### src/rtl/decode.sv
// ---------------------------------------------------------------------------
// decode -- RV32I instruction decode stage with integrated register file.
//
// Purpose
//   Takes one RV32I instruction word (and its PC) per cycle, reads the source
//   registers from a 31 x 32-bit register file (x0 hard-wired to zero), and
//   presents instruction-class flags, operands and an immediate/offset to the
//   execute stage one clock later. The register file is written through a
//   dedicated writeback port fed from the execute stage's result.
//
// Handshake
//   instr_valid qualifies instr/pc_i in the cycle it is high. stall is the
//   downstream back-pressure: while stall=1 every output register holds and
//   instr/instr_valid are ignored (the upstream stage must hold its word).
//   With stall=0, a valid instruction is consumed on the rising edge and its
//   decode appears on the outputs with valid_o=1. With stall=0 and
//   instr_valid=0 a bubble (all outputs 0) is issued. The writeback port is
//   independent of stall and always writes on the edge when wb_en=1.
//
// Ports
//   clk          in   1   clock, rising-edge active
//   reset        in   1   asynchronous, active-high; clears outputs and x1..x31
//   instr        in  32   RV32I instruction word
//   instr_valid  in   1   instr and pc_i are valid this cycle
//   pc_i         in  32   PC of instr
//   stall        in   1   downstream not ready; hold all outputs
//   wb_en        in   1   register-file write enable
//   wb_dest      in   5   register-file write address (x0 writes dropped)
//   wb_data      in  32   register-file write data
//   is_store, is_load, is_branch, is_jump, is_reg, is_alu
//                out  1   instruction class flags
//   operand_a    out 32   first operand (rs1, PC or 0)
//   operand_b    out 32   second operand (rs2, I/U immediate or 0)
//   branch_dest  out 32   branch/jump offset or load/store base offset
//   dest_o       out  5   destination register (0 when none)
//   func3        out  3   funct3 field (0 for LUI/AUIPC)
//   func7        out  1   instr[30] for OP and OP-IMM shifts-right
//   curr_pc      out 32   PC of the decoded instruction
//   valid_o      out  1   outputs carry a decoded instruction
//   illegal      out  1   previous accepted word had an unknown opcode
// ---------------------------------------------------------------------------
module decode (
    input  logic        clk,
    input  logic        reset,
    input  logic [31:0] instr,
    input  logic        instr_valid,
    input  logic [31:0] pc_i,
    input  logic        stall,
    input  logic        wb_en,
    input  logic [4:0]  wb_dest,
    input  logic [31:0] wb_data,
    output logic        is_store,
    output logic        is_load,
    output logic        is_branch,
    output logic        is_jump,
    output logic        is_reg,
    output logic        is_alu,
    output logic [31:0] operand_a,
    output logic [31:0] operand_b,
    output logic [31:0] branch_dest,
    output logic [4:0]  dest_o,
    output logic [2:0]  func3,
    output logic        func7,
    output logic [31:0] curr_pc,
    output logic        valid_o,
    output logic        illegal
);

    // RV32I major opcodes handled by this stage.
    localparam logic [6:0] OPC_OP     = 7'b0110011;
    localparam logic [6:0] OPC_OP_IMM = 7'b0010011;
    localparam logic [6:0] OPC_LUI    = 7'b0110111;
    localparam logic [6:0] OPC_AUIPC  = 7'b0010111;
    localparam logic [6:0] OPC_LOAD   = 7'b0000011;
    localparam logic [6:0] OPC_STORE  = 7'b0100011;
    localparam logic [6:0] OPC_BRANCH = 7'b1100011;
    localparam logic [6:0] OPC_JAL    = 7'b1101111;
    localparam logic [6:0] OPC_JALR   = 7'b1100111;

    // -----------------------------------------------------------------------
    // Register file x1..x31. x0 has no storage; reads of x0 return 0.
    // -----------------------------------------------------------------------
    logic [31:0] rf_q [1:31];

    always_ff @(posedge clk or posedge reset) begin
        if (reset) begin
            for (int i = 1; i < 32; i++) begin
                rf_q[i] <= '0;
            end
        end else if (wb_en && (wb_dest != 5'd0)) begin
            rf_q[wb_dest] <= wb_data;
        end
    end

    // -----------------------------------------------------------------------
    // Instruction fields and sign-extended immediates.
    // -----------------------------------------------------------------------
    logic [6:0]  opcode;
    logic [4:0]  rd;
    logic [4:0]  rs1;
    logic [4:0]  rs2;
    logic [2:0]  f3;
    logic [31:0] imm_i;
    logic [31:0] imm_s;
    logic [31:0] imm_b;
    logic [31:0] imm_u;
    logic [31:0] imm_j;

    assign opcode = instr[6:0];
    assign rd     = instr[11:7];
    assign f3     = instr[14:12];
    assign rs1    = instr[19:15];
    assign rs2    = instr[24:20];

    assign imm_i = {{20{instr[31]}}, instr[31:20]};
    assign imm_s = {{20{instr[31]}}, instr[31:25], instr[11:7]};
    // B and J offsets are stored without bit 0 in the encoding.
    assign imm_b = {{19{instr[31]}}, instr[31], instr[7], instr[30:25],
                    instr[11:8], 1'b0};
    assign imm_u = {instr[31:12], 12'b0};
    assign imm_j = {{11{instr[31]}}, instr[31], instr[19:12], instr[20],
                    instr[30:21], 1'b0};

    // -----------------------------------------------------------------------
    // Register read with same-cycle writeback bypass. The bypass lets a
    // result written this edge be consumed by the instruction decoded on the
    // same edge, so execute never sees a stale value.
    // -----------------------------------------------------------------------
    logic [31:0] rs1_val;
    logic [31:0] rs2_val;

    always_comb begin
        rs1_val = '0;
        if (rs1 != 5'd0) begin
            if (wb_en && (wb_dest == rs1)) begin
                rs1_val = wb_data;
            end else begin
                rs1_val = rf_q[rs1];
            end
        end
    end

    always_comb begin
        rs2_val = '0;
        if (rs2 != 5'd0) begin
            if (wb_en && (wb_dest == rs2)) begin
                rs2_val = wb_data;
            end else begin
                rs2_val = rf_q[rs2];
            end
        end
    end

    // -----------------------------------------------------------------------
    // Next-state decode. Everything defaults to a bubble; each opcode only
    // raises the fields it uses, so unused fields stay 0.
    // -----------------------------------------------------------------------
    logic        is_store_d;
    logic        is_load_d;
    logic        is_branch_d;
    logic        is_jump_d;
    logic        is_reg_d;
    logic        is_alu_d;
    logic [31:0] operand_a_d;
    logic [31:0] operand_b_d;
    logic [31:0] branch_dest_d;
    logic [4:0]  dest_d;
    logic [2:0]  func3_d;
    logic        func7_d;
    logic [31:0] curr_pc_d;
    logic        valid_d;
    logic        illegal_d;

    always_comb begin
        is_store_d    = 1'b0;
        is_load_d     = 1'b0;
        is_branch_d   = 1'b0;
        is_jump_d     = 1'b0;
        is_reg_d      = 1'b0;
        is_alu_d      = 1'b0;
        operand_a_d   = '0;
        operand_b_d   = '0;
        branch_dest_d = '0;
        dest_d        = '0;
        func3_d       = '0;
        func7_d       = 1'b0;
        curr_pc_d     = '0;
        valid_d       = 1'b0;
        illegal_d     = 1'b0;

        if (instr_valid) begin
            // Common to every recognised opcode; cleared again below for
            // an unknown opcode so that case stays a pure bubble.
            curr_pc_d = pc_i;
            valid_d   = 1'b1;
            func3_d   = f3;

            case (opcode)
                OPC_OP: begin
                    is_alu_d    = 1'b1;
                    is_reg_d    = 1'b1;
                    operand_a_d = rs1_val;
                    operand_b_d = rs2_val;
                    dest_d      = rd;
                    func7_d     = instr[30];
                end
                OPC_OP_IMM: begin
                    is_alu_d    = 1'b1;
                    operand_a_d = rs1_val;
                    operand_b_d = imm_i;
                    dest_d      = rd;
                    // Only SRLI/SRAI use instr[30]; for other I-type ALU ops
                    // it is an immediate bit and must not leak into func7.
                    func7_d     = (f3 == 3'b101) ? instr[30] : 1'b0;
                end
                OPC_LUI: begin
                    is_alu_d    = 1'b1;
                    operand_b_d = imm_u;
                    dest_d      = rd;
                    func3_d     = 3'b000;
                end
                OPC_AUIPC: begin
                    is_alu_d    = 1'b1;
                    operand_a_d = pc_i;
                    operand_b_d = imm_u;
                    dest_d      = rd;
                    func3_d     = 3'b000;
                end
                OPC_LOAD: begin
                    is_load_d     = 1'b1;
                    operand_a_d   = rs1_val;
                    branch_dest_d = imm_i;
                    dest_d        = rd;
                end
                OPC_STORE: begin
                    is_store_d    = 1'b1;
                    operand_a_d   = rs1_val;
                    operand_b_d   = rs2_val;
                    branch_dest_d = imm_s;
                end
                OPC_BRANCH: begin
                    is_branch_d   = 1'b1;
                    operand_a_d   = rs1_val;
                    operand_b_d   = rs2_val;
                    branch_dest_d = imm_b;
                end
                OPC_JAL: begin
                    is_jump_d     = 1'b1;
                    branch_dest_d = imm_j;
                    dest_d        = rd;
                end
                OPC_JALR: begin
                    is_jump_d     = 1'b1;
                    operand_a_d   = rs1_val;
                    branch_dest_d = imm_i;
                    dest_d        = rd;
                end
                default: begin
                    curr_pc_d = '0;
                    valid_d   = 1'b0;
                    func3_d   = '0;
                    illegal_d = 1'b1;
                end
            endcase
        end
    end

    // -----------------------------------------------------------------------
    // Output registers. stall freezes the whole bundle; reset wins over
    // stall so a reset taken mid-stall leaves outputs at 0 until the next
    // accepted decode.
    // -----------------------------------------------------------------------
    logic        is_store_q;
    logic        is_load_q;
    logic        is_branch_q;
    logic        is_jump_q;
    logic        is_reg_q;
    logic        is_alu_q;
    logic [31:0] operand_a_q;
    logic [31:0] operand_b_q;
    logic [31:0] branch_dest_q;
    logic [4:0]  dest_q;
    logic [2:0]  func3_q;
    logic        func7_q;
    logic [31:0] curr_pc_q;
    logic        valid_q;
    logic        illegal_q;

    always_ff @(posedge clk or posedge reset) begin
        if (reset) begin
            is_store_q    <= 1'b0;
            is_load_q     <= 1'b0;
            is_branch_q   <= 1'b0;
            is_jump_q     <= 1'b0;
            is_reg_q      <= 1'b0;
            is_alu_q      <= 1'b0;
            operand_a_q   <= '0;
            operand_b_q   <= '0;
            branch_dest_q <= '0;
            dest_q        <= '0;
            func3_q       <= '0;
            func7_q       <= 1'b0;
            curr_pc_q     <= '0;
            valid_q       <= 1'b0;
            illegal_q     <= 1'b0;
        end else if (!stall) begin
            is_store_q    <= is_store_d;
            is_load_q     <= is_load_d;
            is_branch_q   <= is_branch_d;
            is_jump_q     <= is_jump_d;
            is_reg_q      <= is_reg_d;
            is_alu_q      <= is_alu_d;
            operand_a_q   <= operand_a_d;
            operand_b_q   <= operand_b_d;
            branch_dest_q <= branch_dest_d;
            dest_q        <= dest_d;
            func3_q       <= func3_d;
            func7_q       <= func7_d;
            curr_pc_q     <= curr_pc_d;
            valid_q       <= valid_d;
            illegal_q     <= illegal_d;
        end
    end

    assign is_store    = is_store_q;
    assign is_load     = is_load_q;
    assign is_branch   = is_branch_q;
    assign is_jump     = is_jump_q;
    assign is_reg      = is_reg_q;
    assign is_alu      = is_alu_q;
    assign operand_a   = operand_a_q;
    assign operand_b   = operand_b_q;
    assign branch_dest = branch_dest_q;
    assign dest_o      = dest_q;
    assign func3       = func3_q;
    assign func7       = func7_q;
    assign curr_pc     = curr_pc_q;
    assign valid_o     = valid_q;
    assign illegal     = illegal_q;

endmodule

### config.mk
export PLATFORM = sky130hd
export DESIGN_NAME = decode
export DESIGN_NICKNAME = d
export VERILOG_FILES = /design/src/rtl/decode.sv
export SDC_FILE = /design/constraint.sdc
export NUM_CORES = 2
export LEC_CHECK = 0
export CORE_MARGIN = 5
export CORE_UTILIZATION = 45
export CTS_CLUSTER_SIZE = 28
export DETAILED_ROUTE_END_ITERATION = 8
export PLACE_DENSITY_LB_ADDON = 0.15
export SYNTH_ARGS = -nofsm -noshare
export SYNTH_HDL_FRONTEND = slang
export SYNTH_SLANG_ARGS = --single-unit
### constraint.sdc
create_clock -name clk -period 35.1 [get_ports clk]
set_input_delay 3.51 -clock clk [delete_from_list [all_inputs] [get_ports clk]]
set_output_delay 3.51 -clock clk [all_outputs]
set_load 0.02 [all_outputs]
* Yosys cells after proc, flatten, opt, wreduce, memory -nomap -nowiden
Index checks and enable logic that the tools add are counted.
** Operators by class
- Add/sub/neg operators :: 0
- Multiply operators :: 0
- Div/mod/pow operators :: 0
- Magnitude comparators :: 4
- Equality and inequality tests :: 12
- Shift operators :: 0
- Muxes and demuxes :: 44
- Bitwise logic cells :: 3
- Reductions and logical operators :: 16
** Operators by type and width (count)
- $bwmux W992 :: 1
- $mux W32 :: 14
- $bmux W32 S5 :: 2
- $demux W32 S5 :: 1
- $pmux W32 S4 :: 1
- $pmux W32 S3 :: 1
- $pmux W32 S2 :: 1
- $eq A7 B6 Y1 const B :: 3
- $eq A7 B7 Y1 const B :: 3
- $ge A6 B6 Y1 const B :: 3
- $mux W1 :: 18
- $not A5 Y6 :: 3
- $reduce_bool A5 Y1 :: 3
- $eq A7 B5 Y1 const B :: 2
- $reduce_or A7 Y1 :: 2
- $eq A5 B5 Y1 :: 2
- $mux W5 :: 2
- $reduce_or A9 Y1 :: 1
- $eq A7 B2 Y1 const B :: 1
- $lt A6 B1 Y1 const B :: 1
- $mux W3 :: 2
- $reduce_or A2 Y1 :: 3
- $reduce_or A6 Y1 :: 1
- $logic_and A1 B1 Y1 :: 4
- other kinds (4) :: 4
** Word-level totals
- Flip-flop bits (word level) :: 1137
- Bits in latches :: 0
- Bits in writable memories :: 0
- Memory bits (read-only) :: 0
- Input port bits :: 106
- Logic and storage cells :: 125
- Memories :: 0

* Longest topological paths before layout
- Word-level depth :: 8
- Depth in mapped cells :: 11

* Worst setup path after synthesis
OpenSTA, ideal clock, no wires.
- Path kind :: input -> register
- Start point :: input instr[15]
- End point :: register operand_a_q[0] (netlist: operand_a[0])
- Arrival time :: 5.138 ns
- Data required time :: 34.962 ns
- Setup slack :: 29.824 ns
- Stages :: 9
- Path buffers :: 4
- Cells stage by stage :: buf_4 > buf_6 > buf_6 > buf_4 > mux4_2 > nand2_1 > o21ai_0 > a211oi_1 > o21ai_0
** Between the ends
- Word-level cells in the longest chain between the ends :: 8
- Elaborated cells between the ends (all ways) :: 11
- Those cells by class :: eq/ne: 1; mux: 7; bitwise: 1; reduce/logical: 2
** Ends and longest elaborated chain
- start: declaration :: RTL line 45 : input logic [31:0] instr,
- $not A5 Y6 (implied by the code) :: RTL line 138 : rs1_val = rf_q[rs1];
- $bmux W32 S5 :: RTL line 138
- $mux W32 (implied by the code) (2 in a row) :: RTL line 138
- $mux W32 :: RTL line 135 : if (wb_en && (wb_dest == rs1)) begin
- $mux W32 (*) :: RTL line 134 : if (rs1 != 5'd0) begin
- $pmux W32 S2 (*) :: RTL line 198 : case (opcode)
- $mux W32 (*) :: RTL line 191 : if (instr_valid) begin
- end signal: assignment :: RTL line 313 : operand_a_q <= operand_a_d;
- end: declaration :: RTL line 279 : logic [31:0] operand_a_q;
Every way passes the cells marked *; elsewhere a longest branch is shown, timed or not. The select of a mux whose other input is x is not followed.
A chain may end at the register's enable or synchronous reset.

==> results.py <==
metrics = {
    "min_path": {
        "hold_path_class": "reg -> reg",
        "hold_end": "valid_o",
        "min_delay_path_depth": 1,
        "timing.hold.worst.start": "valid_o",
    },
    "worst_setup_path": {
        "worstPathRequired_ns": 35.83,
        "critical_path.startpoint": "reset",
        "crit_arrival_ns": 8.60,
        "worstSetupStartpointType": "input pin",
        "r2r_cells": 6,
        "regToRegSetupSlack_ns": 32.73,
        "worstReg2RegStart": "rf_q[593]",
        "critPathKind": "in -> async",
        "crit-reg2reg-capture": "operand_a[17]",
        "endpoint_kind": "async pin",
        "critical_path.max_fanout": 72,
    },
    "clocking": {
        "cts_setup_buffers": 0,
        "numCtsBuffers": 131,
        "clkSinkCount": 1126,
        "clock_latency_ns": 0.78,
        "cts_root_buffer": "sky130_fd_sc_hd__clkbuf_16",
        "holdBufCountCts": 0,
        "ctsResizeCount": 0,
        "cts.htree.levels": 4,
        "cts-root-to-sink-buffers": 3,
        "clock_tree_from_tritoncts": "yes",
        "clock_pin_slew_on_the_worst_setup_and_hold_paths_ns": 0.06,
    },
    "sta": {
        "setup_viol": 0,
        "rsz0062_at_grt": "false",
        "drv_slew": 0,
        "period_needed_ns": 7.869,
        "worst_clock_skew_ns": 0.02527,
        "hold_viol": 0,
        "worst_pin_slew_ns": 1.288,
        "maxSlewHeadroom": 0.1387,
        "min_period_over_period": 0.2242,
        "max_clock_freq_mhz": 127.1,
        "totalNegativeSetupSlack_ns": 0,
    },
    "die": {
        "design.die.area_um2": 140800,
        "floorplan.initialDensity": 0.4515,
        "number_of_standard_cell_rows_in_the_floorplan": 134,
        "placeableCoreArea_um2": 133000,
        "die-height_um": 375.2,
        "die_w_um": 375.2,
        "ios": 251,
    },
    "detailed_routing": {
        "1st_pass_router_iterations": 7,
        "route.detailed.drc": 0,
        "routed-via-count": 43240,
        "ant_nets": 0,
        "drt_wl_total_mm": 232.7,
        "viasPerCell": 6.894,
        "first_iter_violations": 5712,
        "routedWlPerCell_um": 37.09,
    },
    "place": {
        "place.port_buffers": 250,
        "place.gp.congestion": 0.8556,
        "dp_hpwl_mm": 137.2,
    },
    "synthesis": {
        "postSynth.topFlopCell": "sky130_fd_sc_hd__dfrtp_1",
        "synth.yosys.seq_area_share": 0.4694,
        "cell_count_after_synthesis": 4350,
        "yosys_warnings": 0,
        "synth.lib_cells_used.distinct": 76,
        "postSynthRegisterBits": 1126,
        "syn_area_per_cell_um2": 13.80,
        "synth-edff-count": 0,
        "postSynthNetCount": 4456,
        "synth_async_sr_flop_share": 1.000,
        "netlist_area_um2": 60020,
    },
    "pwr": {
        "p_total_mw": 3.784,
        "ir_worst_vdd_v": 0.00003066,
        "power.density_cell_area_nw_per_um2": 55.85,
        "static-leakage-power_nw": 28.83,
    },
    "finish": {
        "nets": 4506,
        "leading_cell_type_in_the_layout_fill_and_taps_excluded": "sky130_fd_sc_hd__dfrtp_1",
        "reg_with_most_ffs": "rf_q",
        "number_of_filler_cells_placed_in_the_layout": 11350,
        "layout.cells.most_common_list": "sky130_fd_sc_hd__dfrtp_1, sky130_fd_sc_hd__mux2_2, sky130_fd_sc_hd__mux4_2, sky130_fd_sc_hd__clkdlybuf4s50_1, sky130_fd_sc_hd__mux2i_1",
        "post_route_cells_drive_above_1_share": 0.4121,
        "layout_overhead_on_the_synthesized_area_pct": 12.86,
        "max_ffs_per_register": 992,
    },
    "run_status": {
        "status": "finished clean",
    },
    "grt": {
        "largest_net_degree_at_the_start_of_global_routing": 163,
        "grt_util_all_layers": 0.3244,
        "grt_pass1_wl_mm": 330.2,
        "grt_antenna_before_repair": 15,
        "vias_in_the_first_global_route": 42330,
        "global_route.overflow_total": 0,
    },
    "flow_run": {
        "drv.max_cap_violation_count": 0,
    },
}
[final cells by class]
cell class              count  area (um2)  area share
multi-input cells        2751       29530      0.4359
flip-flops and latches   1126       28180      0.4159
clock buffers             197        3921     0.05788
repair buffers            382        3538     0.05223
well taps                1768        2212     0.03265
clock inverters            33       312.8    0.004617
inverters                   8       35.03   0.0005171
diodes                      7       17.52   0.0002586
[layer usage]
metal  GRT usage  routed length (um)  vias to the layer above
li1            -                   -                    16860
met1      0.4568               96090                    23300
met2      0.4755              101600                     2519
met3     0.08824               23950                      554
met4      0.1376               10950                        6
met5           0                  41                        -
[worst max-delay path: stages]
cell                              delay [ns]
sky130_fd_sc_hd__clkdlybuf4s50_1        0.44
sky130_fd_sc_hd__clkinvlp_4             0.55
sky130_fd_sc_hd__buf_4                  0.76
sky130_fd_sc_hd__buf_4                  0.71
sky130_fd_sc_hd__buf_4                  0.73
sky130_fd_sc_hd__buf_4                  0.80
sky130_fd_sc_hd__buf_4                  0.89
[where the power goes]
group | internal [mW] | switching [mW] | leakage [nW] | total, mW
logic | 0.407 | 0.317 | 12.2 | 0.724
clock network | 0.794 | 0.571 | 2.09 | 1.37
registers | 1.53 | 0.169 | 14.5 | 1.69
[cells in the mapped netlist (27+ instances only)]
cell,instances,area [um2]
sky130_fd_sc_hd__mux2i_1,198,1982
sky130_fd_sc_hd__nand2_1,145,544.3
sky130_fd_sc_hd__a22o_1,71,621.9
sky130_fd_sc_hd__nand3_1,29,145.1
sky130_fd_sc_hd__mux2_2,1075,12110
sky130_fd_sc_hd__a221oi_1,60,525.5
sky130_fd_sc_hd__buf_1,61,229.0
sky130_fd_sc_hd__buf_6,47,529.3
sky130_fd_sc_hd__buf_2,82,410.4
sky130_fd_sc_hd__o21ai_0,88,440.4
sky130_fd_sc_hd__buf_4,43,322.8
sky130_fd_sc_hd__a21oi_1,93,465.5
sky130_fd_sc_hd__o22ai_1,58,362.9
sky130_fd_sc_hd__o221ai_1,28,245.2
sky130_fd_sc_hd__mux4_2,366,8243
sky130_fd_sc_hd__nor3_1,42,210.2
sky130_fd_sc_hd__clkbuf_1,216,810.8
sky130_fd_sc_hd__dfrtp_1,1126,28180
sky130_fd_sc_hd__nor2_1,130,488.0
sky130_fd_sc_hd__a22oi_1,64,480.5
sky130_fd_sc_hd__a222oi_1,27,270.3
[cells by family after synthesis]
family	share of synthesized area
xor+xnor	0.001459
flops	0.4694
compound gates	0.07759
buf+inv	0.04294
mux	0.3733
simple gates	0.03525
[how the worst max path moves through the flow]
stage	slack [ns]	endpoint
finish	27.23	rf_q[90]
floorplan	16.05	branch_dest[0]
global route	26.51	rf_q[732]
CTS	27.09	rf_q[853]
detailed placement	26.28	operand_a[21]
global placement	26.29	rf_q[723]
[per-stage QoR]
| stage | hold WS, ns | instances | area (um2) | util | setup WS (ns) |
|---|---|---|---|---|---|
| after floorplan | 0.4887 | 4350 | 60030 | - | 16.05 |
| final | 0.4782 | 6272 | 67750 | 0.5095 | 27.23 |
| after CTS | 0.4829 | 6265 | 67730 | 0.5094 | 27.09 |
| after global placement | 0.4639 | 6035 | 63490 | 0.4776 | 26.29 |
| after detailed placement | 0.4678 | 6035 | 63490 | 0.4776 | 26.28 |
| after global routing | 0.4952 | 6265 | 67730 | 0.5094 | 26.51 |
Note: power is estimated with default switching activity, not from simulation.
